==> src/rtl/read_data_router_pkg.sv <==
// read_data_router_pkg: shared R-channel interconnect constants.
// Default widths for the router and the RRESP encodings.
package read_data_router_pkg;

  localparam int unsigned DEF_M   = 2;
  localparam int unsigned DEF_S   = 2;
  localparam int unsigned DEF_NOT = 2;

  localparam int unsigned MW  = $clog2(DEF_M);
  localparam int unsigned TW  = $clog2(DEF_NOT);
  localparam int unsigned IDW = MW + TW;

  localparam logic [1:0] RRESP_OKAY   = 2'b00;
  localparam logic [1:0] RRESP_EXOKAY = 2'b01;
  localparam logic [1:0] RRESP_SLVERR = 2'b10;
  localparam logic [1:0] RRESP_DECERR = 2'b11;

  function automatic int unsigned id_w(
    input int unsigned m,
    input int unsigned n
  );
    return $clog2(m) + $clog2(n);
  endfunction

endpackage

==> src/rtl/read_data_router_r_slice.sv <==
// r_slice: one-entry R register slice (load/pop/full).
// Ports: clk, clr, load_i/pop_i, beat in, full_o + beat out.
module r_slice #(
  parameter int DW = 32,
  parameter int TW = 1
) (
  input  logic          clk,
  input  logic          clr,
  input  logic          load_i,
  input  logic          pop_i,
  input  logic [DW-1:0] data_i,
  input  logic [1:0]    resp_i,
  input  logic          last_i,
  input  logic [TW-1:0] tid_i,
  output logic          full_o,
  output logic [DW-1:0] data_o,
  output logic [1:0]    resp_o,
  output logic          last_o,
  output logic [TW-1:0] tid_o
);

  logic          full_q, full_d;
  logic [DW-1:0] data_q, data_d;
  logic [1:0]    resp_q, resp_d;
  logic          last_q, last_d;
  logic [TW-1:0] tid_q, tid_d;

  // Load wins over pop: a same-cycle pop+load replaces the beat.
  always_comb begin
    full_d = full_q;
    data_d = data_q;
    resp_d = resp_q;
    last_d = last_q;
    tid_d  = tid_q;
    if (load_i) begin
      full_d = 1'b1;
      data_d = data_i;
      resp_d = resp_i;
      last_d = last_i;
      tid_d  = tid_i;
    end else if (pop_i) begin
      full_d = 1'b0;
    end
  end

  always_ff @(posedge clk or negedge clr) begin
    if (!clr) begin
      full_q <= 1'b0;
      data_q <= '0;
      resp_q <= '0;
      last_q <= 1'b0;
      tid_q  <= '0;
    end else begin
      full_q <= full_d;
      data_q <= data_d;
      resp_q <= resp_d;
      last_q <= last_d;
      tid_q  <= tid_d;
    end
  end

  assign full_o = full_q;
  assign data_o = data_q;
  assign resp_o = resp_q;
  assign last_o = last_q;
  assign tid_o  = tid_q;

endmodule

==> src/rtl/read_data_router.sv <==
// read_data_router: routes slave R beats to masters via arbiter grants.
// Ports: s_r* slave side, R_*_f arbiter side, m_r* master side.
module read_data_router
  import read_data_router_pkg::*;
#(
  parameter int M                     = 2,
  parameter int S                     = 2,
  parameter int NUM_OUTSTANDING_TRANS = 2,
  parameter int DATA_WIDTH            = 32
) (
  input  logic                                   clk,
  input  logic                                   clr,
  input  logic [S-1:0]                           s_rvalid,
  output logic [S-1:0]                           s_rready,
  input  logic [S*DATA_WIDTH-1:0]                s_rdata,
  input  logic [S*2-1:0]                         s_rresp,
  input  logic [S-1:0]                           s_rlast,
  input  logic [S*($clog2(M)+$clog2(NUM_OUTSTANDING_TRANS))-1:0] s_rid,
  output logic [S-1:0]                           R_request_f,
  output logic [S*($clog2(M)+$clog2(NUM_OUTSTANDING_TRANS))-1:0] R_id_f,
  output logic [S-1:0]                           R_last_f,
  input  logic [S-1:0]                           R_grant_f,
  input  logic [S*$clog2(M)-1:0]                 R_sel_f,
  output logic [M-1:0]                           m_rvalid,
  input  logic [M-1:0]                           m_rready,
  output logic [M*DATA_WIDTH-1:0]                m_rdata,
  output logic [M*2-1:0]                         m_rresp,
  output logic [M-1:0]                           m_rlast,
  output logic [M*$clog2(NUM_OUTSTANDING_TRANS)-1:0] m_rid
);

  localparam int LMW  = $clog2(M);
  localparam int LTW  = $clog2(NUM_OUTSTANDING_TRANS);
  localparam int LIDW = LMW + LTW;
  localparam int SW   = (S > 1) ? $clog2(S) : 1;

  logic                  act_valid;
  logic [SW-1:0]         act_idx;
  logic [LMW-1:0]        dest;
  logic                  can_accept;
  logic                  fire;
  logic [M-1:0]          full;
  logic [M-1:0]          load;
  logic [M-1:0]          pop;
  logic [DATA_WIDTH-1:0] in_data;
  logic [1:0]            in_resp;
  logic                  in_last;
  logic [LTW-1:0]        in_tid;

  assign R_request_f = s_rvalid;
  assign R_id_f      = s_rid;

  // Lowest granted index wins; scan downward so it is written last.
  always_comb begin
    act_valid = 1'b0;
    act_idx   = '0;
    for (int s = S - 1; s >= 0; s--) begin
      if (R_grant_f[s]) begin
        act_valid = 1'b1;
        act_idx   = SW'(s);
      end
    end
  end

  assign dest       = R_sel_f[act_idx*LMW +: LMW];
  assign can_accept = !full[dest] || m_rready[dest];

  always_comb begin
    s_rready = '0;
    if (clr && act_valid && can_accept) begin
      s_rready[act_idx] = 1'b1;
    end
  end

  assign fire     = act_valid && s_rvalid[act_idx] && s_rready[act_idx];
  assign R_last_f = s_rvalid & s_rready & s_rlast;

  assign in_data = s_rdata[act_idx*DATA_WIDTH +: DATA_WIDTH];
  assign in_resp = s_rresp[act_idx*2 +: 2];
  assign in_last = s_rlast[act_idx];
  // Low bits of the RID are the master-local transaction ID.
  assign in_tid  = s_rid[act_idx*LIDW +: LTW];

  assign m_rvalid = full;

  for (genvar m = 0; m < M; m++) begin : g_slice
    assign load[m] = fire && (dest == LMW'(m));
    assign pop[m]  = full[m] && m_rready[m];

    r_slice #(
      .DW (DATA_WIDTH),
      .TW (LTW)
    ) u_slice (
      .clk    (clk),
      .clr    (clr),
      .load_i (load[m]),
      .pop_i  (pop[m]),
      .data_i (in_data),
      .resp_i (in_resp),
      .last_i (in_last),
      .tid_i  (in_tid),
      .full_o (full[m]),
      .data_o (m_rdata[m*DATA_WIDTH +: DATA_WIDTH]),
      .resp_o (m_rresp[m*2 +: 2]),
      .last_o (m_rlast[m]),
      .tid_o  (m_rid[m*LTW +: LTW])
    );
  end

endmodule

==> config.mk <==
export PLATFORM = sky130hd
export DESIGN_NAME = read_data_router
export DESIGN_NICKNAME = d
export VERILOG_FILES = /design/src/rtl/read_data_router_pkg.sv /design/src/rtl/read_data_router_r_slice.sv /design/src/rtl/read_data_router.sv
export SDC_FILE = /design/constraint.sdc
export NUM_CORES = 1
export LEC_CHECK = 0
export ABC_CLOCK_PERIOD_IN_PS = 2200
export BUFFER_PORTS_ARGS = -buffer_cell sky130_fd_sc_hd__buf_2
export CAP_MARGIN = 5
export CORE_ASPECT_RATIO = 0.8
export CORE_MARGIN = 4
export CORE_UTILIZATION = 45
export DETAILED_ROUTE_END_ITERATION = 12
export HOLD_SLACK_MARGIN = 0.12
export PLACE_DENSITY = 0.83
export SYNTH_ARGS = -nofsm -noshare
export SYNTH_HDL_FRONTEND = slang
export SYNTH_HIERARCHICAL = 1
export SYNTH_SLANG_ARGS = --single-unit
==> constraint.sdc <==
create_clock -name clk -period 2.2 [get_ports clk]
set_clock_uncertainty 0.2 [all_clocks]
set_input_delay 0.33 -clock clk [delete_from_list [all_inputs] [get_ports clk]]
set_output_delay 0.33 -clock clk [all_outputs]
set_load 0.02 [all_outputs]
# [Yosys cells after proc, flatten, opt, wreduce, memory -nomap -nowiden]
# Index checks and enable logic that the tools add are counted.
[totals] reg_bits=74 input_bits=84 out_inout_bits=84 elab_cells=53
[classes] order_cmp=3 n_shift=4 muxes=20 bitwise_logic=3 reduce_logical=13
[op_table] operator="indexed part select 64 x 7 -> 32 bit" count=1
[op_table] operator="2-to-1 mux 1 bit" count=18
[op_table] operator="logical AND 1 bit" count=9
[op_table] operator="AND 2 bit" count=2
[op_table] operator="less-than comparator 1 x 2 -> 1 bit, second input constant" count=2
[op_table] operator="nonzero test 2 bit" count=2
[op_table] operator="indexed part select 4 x 3 -> 1 bit" count=1
[op_table] operator="indexed part select 4 x 3 -> 2 bit" count=1
[op_table] operator="2-to-1 mux 2 bit" count=1
[op_table] operator="indexed part select 2 x 2 -> 1 bit" count=1
[op_table] operator="demux 1 bit (select 1 bit)" count=1
[op_table] operator="greater-or-equal comparator 1 bit, second input constant" count=1
[op_table] operator="logical NOT 1 bit" count=1
[op_table] operator="logical OR 1 bit" count=1
[op_table] operator="NOT 1 bit" count=1

# [Depth between registers and ports, before layout]
[logic_depth] word_depth=14 depth_mapped=8 ltp_nobuf=5

# [Hierarchy]
# The synthesis kept the hierarchy.
[by_module_without_submodules] mod="r_slice" n_inst=2 cells_per_inst=79 area_each_um2=1522.7
[by_module_without_submodules] mod="read_data_router" n_inst=1 cells_per_inst=70 area_each_um2=629.4

# [Least setup slack after synthesis]
# Ideal clock, no wire load.
[synth_timing] path_type="input to register" start="input R_grant_f[0]" end="register g_slice[0].u_slice.data_q[0]" setup_time_ps=125 arrival_ps=1718 required_ps=1875 path_slack_ps=157 path_stages=7 n_path_buf=3 path_cell_list="nand2b_4 buf_6 mux2_4 nor3b_1 buf_6 buf_12 mux2_4"
[synth_between] elab_chain_len=12 elab_cells_between_ends=26 cone_classes="2 x order compare; 2 x shift; 13 x mux; 1 x bitwise; 8 x reduce/logical"
[synth_rtl] element="start, declared" line_no="read_data_router.sv:22" source="input logic [S-1:0] R_grant_f,"
[synth_rtl] element="2-to-1 mux 1 bit" line_no="read_data_router.sv:58" source="if (R_grant_f[s]) begin"
[synth_rtl] element="indexed part select 2 x 2 -> 1 bit" line_no="read_data_router.sv:65" source="assign dest = R_sel_f[act_idx*LMW +: LMW];"
[synth_rtl] element="2-to-1 mux 1 bit (implied by the code) (2 in series)" line_no="read_data_router.sv:66" source="assign can_accept = !full[dest] || m_rready[dest];"
[synth_rtl] element="logical NOT 1 bit" line_no="read_data_router.sv:66"
[synth_rtl] element="logical OR 1 bit" line_no="read_data_router.sv:66"
[synth_rtl] element="logical AND 1 bit" line_no="read_data_router.sv:70" source="if (clr && act_valid && can_accept) begin"
[synth_rtl] element="2-to-1 mux 2 bit" line_no="read_data_router.sv:70"
[synth_rtl] element="2-to-1 mux 1 bit (implied by the code) (2 in series)" line_no="read_data_router.sv:75" source="assign fire = act_valid && s_rvalid[act_idx] && s_rready[act_idx];"
[synth_rtl] element="logical AND 1 bit" line_no="read_data_router.sv:75"
[synth_rtl] element="logical AND 1 bit (*)" line_no="read_data_router.sv:87" source="assign load[m] = fire && (dest == LMW'(m));"
[synth_rtl] element="named net load[0]" line_no="read_data_router.sv:43" source="logic [M-1:0] load;"
[synth_rtl] element="end signal, assigned" line_no="read_data_router_r_slice.sv:55" source="data_q <= data_d;"
[synth_rtl] element="end, declared" line_no="read_data_router_r_slice.sv:23" source="logic [DW-1:0] data_q, data_d;"
# The timed path passes the listed nets; every way through them passes the cells marked *. The select of a mux whose other input is x is not followed.
# A chain may end at the register's enable or synchronous reset.

# [Final worst setup path]
[layout_timing] start="register g_slice[0].u_slice.full_q" end="output R_last_f[1]"
[layout_between] elab_chain_len=8
[layout_rtl] element="start, declared" line_no="read_data_router_r_slice.sv:22" source="logic full_q, full_d;"
[layout_rtl] element="start signal, assigned" line_no="read_data_router_r_slice.sv:54" source="full_q <= full_d;"
[layout_rtl] element="2-to-1 mux 1 bit (implied by the code) (2 in series)" line_no="read_data_router.sv:66"
[layout_rtl] element="logical NOT 1 bit" line_no="read_data_router.sv:66"
[layout_rtl] element="logical OR 1 bit" line_no="read_data_router.sv:66"
[layout_rtl] element="logical AND 1 bit" line_no="read_data_router.sv:70"
[layout_rtl] element="2-to-1 mux 2 bit" line_no="read_data_router.sv:70"
[layout_rtl] element="AND 2 bit (2 in series)" line_no="read_data_router.sv:76" source="assign R_last_f = s_rvalid & s_rready & s_rlast;"
[layout_rtl] element="end, declared" line_no="read_data_router.sv:21" source="output logic [S-1:0] R_last_f,"
# Every way passes these cells. The select of a mux whose other input is x is not followed.

==> flow_metrics.env <==
export IMPL_dp_cells=488
export IMPL_grt_pass1_wl_mm=13.08
export IMPL_yosys_warnings=6
export IMPL_firstDrtPassIters=4
export IMPL_synth_top_area_share=0.5039
export IMPL_cpPeakStageDelay_ns=0.42
export IMPL_htreeDepth=3
export IMPL_critPathArrivalTime_ns=1.53
export IMPL_final_common_cell="buf_2"
export IMPL_port_buffers=163
export IMPL_root_buffer="clkbuf_8"
export IMPL_hpwl_mm=6.166
export IMPL_crit_reg2reg_launch="g_slice[0].u_slice/full_o"
export IMPL_cts_tree="built"
export IMPL_stdcell_area_um2=4761
export IMPL_hold_viol=0
export IMPL_cts_path_max_buffers=2
export IMPL_path_cells="a21oi_2 > buf_4 > mux2i_1 > nor3_1 > buf_4"
export IMPL_syn_inst=228
export IMPL_std_cell_rows=29
export IMPL_reg2reg_to="g_slice[0].u_slice/tid_o"
export IMPL_die_h_um=88.83
export IMPL_synth_area_um2=3675
export IMPL_grt_max_degree=75
export IMPL_setup_tns_final_ns=0
export IMPL_slowest_stage="dfrtp_1"
export IMPL_setup_viol=0
export IMPL_drive_above_1_share=0.7576
export IMPL_power_leakage_nw=2.410
export IMPL_antenna_found_initial=0
export IMPL_grt_overflow=0
export IMPL_worst_setup_path_type="flop to output port"
export IMPL_drv_slew=0
export IMPL_layout_min_cycle_time_ns=2.062
export IMPL_p_sw_frac=0.3623
export IMPL_grt_pass1_vias=2543
export IMPL_drcViolationCount=0
export IMPL_syn2layout_area_growth_pct=29.55
export IMPL_netlist_top_cell_by_area="dfrtp_1"
export IMPL_fmax_ghz=0.4849
export IMPL_vias=2419
export IMPL_min_path_cells=3
export IMPL_slew_limit_headroom=0.3844
export IMPL_drt_initial_drc_count=38
export IMPL_grtUsageTotal=0.1783
export IMPL_design_die_area_um2=9685
export IMPL_cp_top_family="flip-flops"
export IMPL_cts_buffers=9
export IMPL_fin_util=0.5991
export IMPL_clockPowerShare=0.195
export IMPL_post_route_period_util=0.9374
export IMPL_finalPower_w=0.005868
export IMPL_synth_area_top_cells="dfrtp_1, mux2_4, mux2_2, buf_12, buf_4"
export IMPL_hold_path_class="input port to flop"
export IMPL_clk_latency_ns=0.34
export IMPL_coreArea_um2=7946
export IMPL_n_antenna_cell=0
export IMPL_p_switching_w=0.002126
export IMPL_ys_seq_area_frac=0.5039
export IMPL_rsz0062_at_grt="no"
export IMPL_gp_congestion=0.7010
export IMPL_final_cells=504
export IMPL_worstPathMaxFanout=4
export IMPL_final_cell_mix="buf_2, dfrtp_1, mux2_4"
export IMPL_power_density_nw_per_um2=1233
export IMPL_post_dp_cell_area_um2=4519
export IMPL_drv_cap=0
export IMPL_fillers=635
export IMPL_p_int_w=0.003742
export IMPL_reg2regPathDepth=4
export IMPL_syn_nets=312
export IMPL_peakVddDrop_mv=0.7815
export IMPL_synth_seq_cells=74
export IMPL_critPathMostFrequentCell="buf_4"
export IMPL_outcome="finished clean"
export IMPL_cp_start_kind="flop"
export IMPL_postRouteAntennaNets=0
export IMPL_wl_mm=8.512
export IMPL_ios=168
export IMPL_worstHoldStart="s_rdata[28]"
export IMPL_power_frac_comb=0.419
export IMPL_regToRegSetupSlack_ns=0.38
export IMPL_synth_cell_types=19
export IMPL_p_seq_frac=0.386
export IMPL_wl_per_cell_um=16.89
export IMPL_cts_clk_slew_worst_paths_ns=0.08
export IMPL_worstPathBufferInverterCount=2
export IMPL_die_w_um=109.0
export IMPL_endpoint_kind="output port"
export IMPL_nets=476
export IMPL_start_util=0.4624
export IMPL_hold_path_endpoint="g_slice[0].u_slice/data_o[28]"
export IMPL_viasPerCell=4.800
export IMPL_syn_avg_cell_area_um2=16.12
export IMPL_required_ns=1.67
export IMPL_max_slew_worst_pin_slew_ns=0.9234
export IMPL_cts_num_sinks=74
-- how the worst max path moves through the flow --
stage / startpoint / end / cells past startpoint
4_1_cts: g_slice[1].u_slice/full_o / R_last_f[1] / 4
2_1_floorplan: R_grant_f[0] / g_slice[0].u_slice/data_o[0] / 7
5_1_grt: g_slice[0].u_slice/full_o / R_last_f[1] / 5
3_5_place_dp: R_grant_f[0] / g_slice[0].u_slice/resp_o[0] / 6
6_report: g_slice[0].u_slice/full_o / R_last_f[1] / 5
3_3_place_gp: R_grant_f[0] / g_slice[0].u_slice/last_o / 6
-- timing repair --
item / 4_1_cts / 5_1_grt
endpoints found under the hold margin: 74 / 0
setup buffers: 0 / 0
hold buffers: 1 / 0
resized for setup: 0 / 5
setup endpoints to repair: 0 / 3
-- tightest hold or removal path, stage by stage --
cell    delay [ns]
buf_2         0.07
mux2_2        0.14
mux2_4        0.13
-- area by class of cell --
type | instances | area, um^2 | share of cell area
Multi-Input combinational cell | 130 | 1613 | 0.3388
Clock buffer | 9 | 123.9 | 0.02602
Tap cell | 108 | 135.1 | 0.02838
Timing Repair Buffer | 172 | 928.4 | 0.1950
Inverter | 5 | 18.77 | 0.003942
Clock inverter | 6 | 90.09 | 0.01892
Sequential cell | 74 | 1852 | 0.3890
-- sequential cells by signal, summed over array words and instances, names as in the netlist --
name,cells
g_slice.u_slice/data_o,64
g_slice.u_slice/resp_o,4
g_slice.u_slice/full_o,2
g_slice.u_slice/last_o,2
g_slice.u_slice/tid_o,2
-- synthesized netlist by cell type --
| cell type | count |
|---|---|
| a21o_1 | 2 |
| a21oi_1 | 2 |
| and2_1 | 2 |
| buf_12 | 6 |
| buf_2 | 4 |
| buf_4 | 6 |
| buf_6 | 3 |
| dfrtp_1 | 74 |
| inv_1 | 5 |
| mux2_2 | 50 |
| mux2_4 | 59 |
| mux2i_1 | 4 |
| nand2_1 | 2 |
| nand2b_4 | 1 |
| nand3_1 | 1 |
| nor2_1 | 4 |
| nor3_1 | 1 |
| nor3b_1 | 1 |
| o21ai_0 | 1 |
-- power by group through the flow --
stage                     registers [W]  clock network, W  logic [W]
after floorplan                 0.00293                 0   0.000947
after global placement          0.00225                 0    0.00242
after detailed placement        0.00227                 0    0.00248
after CTS                       0.00226           0.00118    0.00249
after global routing            0.00233           0.00125    0.00261
final                           0.00226           0.00115    0.00246
-- kinds of logic after synthesis --
kind of cell / Yosys count / synth area share
muxes: 113 / 0.4052
and+or+nand+nor: 12 / 0.01804
DFF: 74 / 0.5039
buffers and inverters: 24 / 0.06469
AOI/OAI and AO/OA: 5 / 0.008169
-- routing by layer --
layer  wire [um]  track usage  vias to the layer above
met2        4099       0.2965                      100
met4         105      0.05161                        0
met1        3601       0.2211                     1189
li1            -            -                     1120
met3         705      0.06273                       10
met5           0            0                        -
-- stage by stage --
step	hold WS (ns)	setup slack, ns
final	0.1692	0.1377
after global routing	0.1371	0.003774
after CTS	0.1482	0.03511
after detailed placement	0.2871	0.03670
after global placement	0.2871	0.09033
after floorplan	-0.1656	0.1566
No activity file was read; power rests on OpenSTA's default activity.
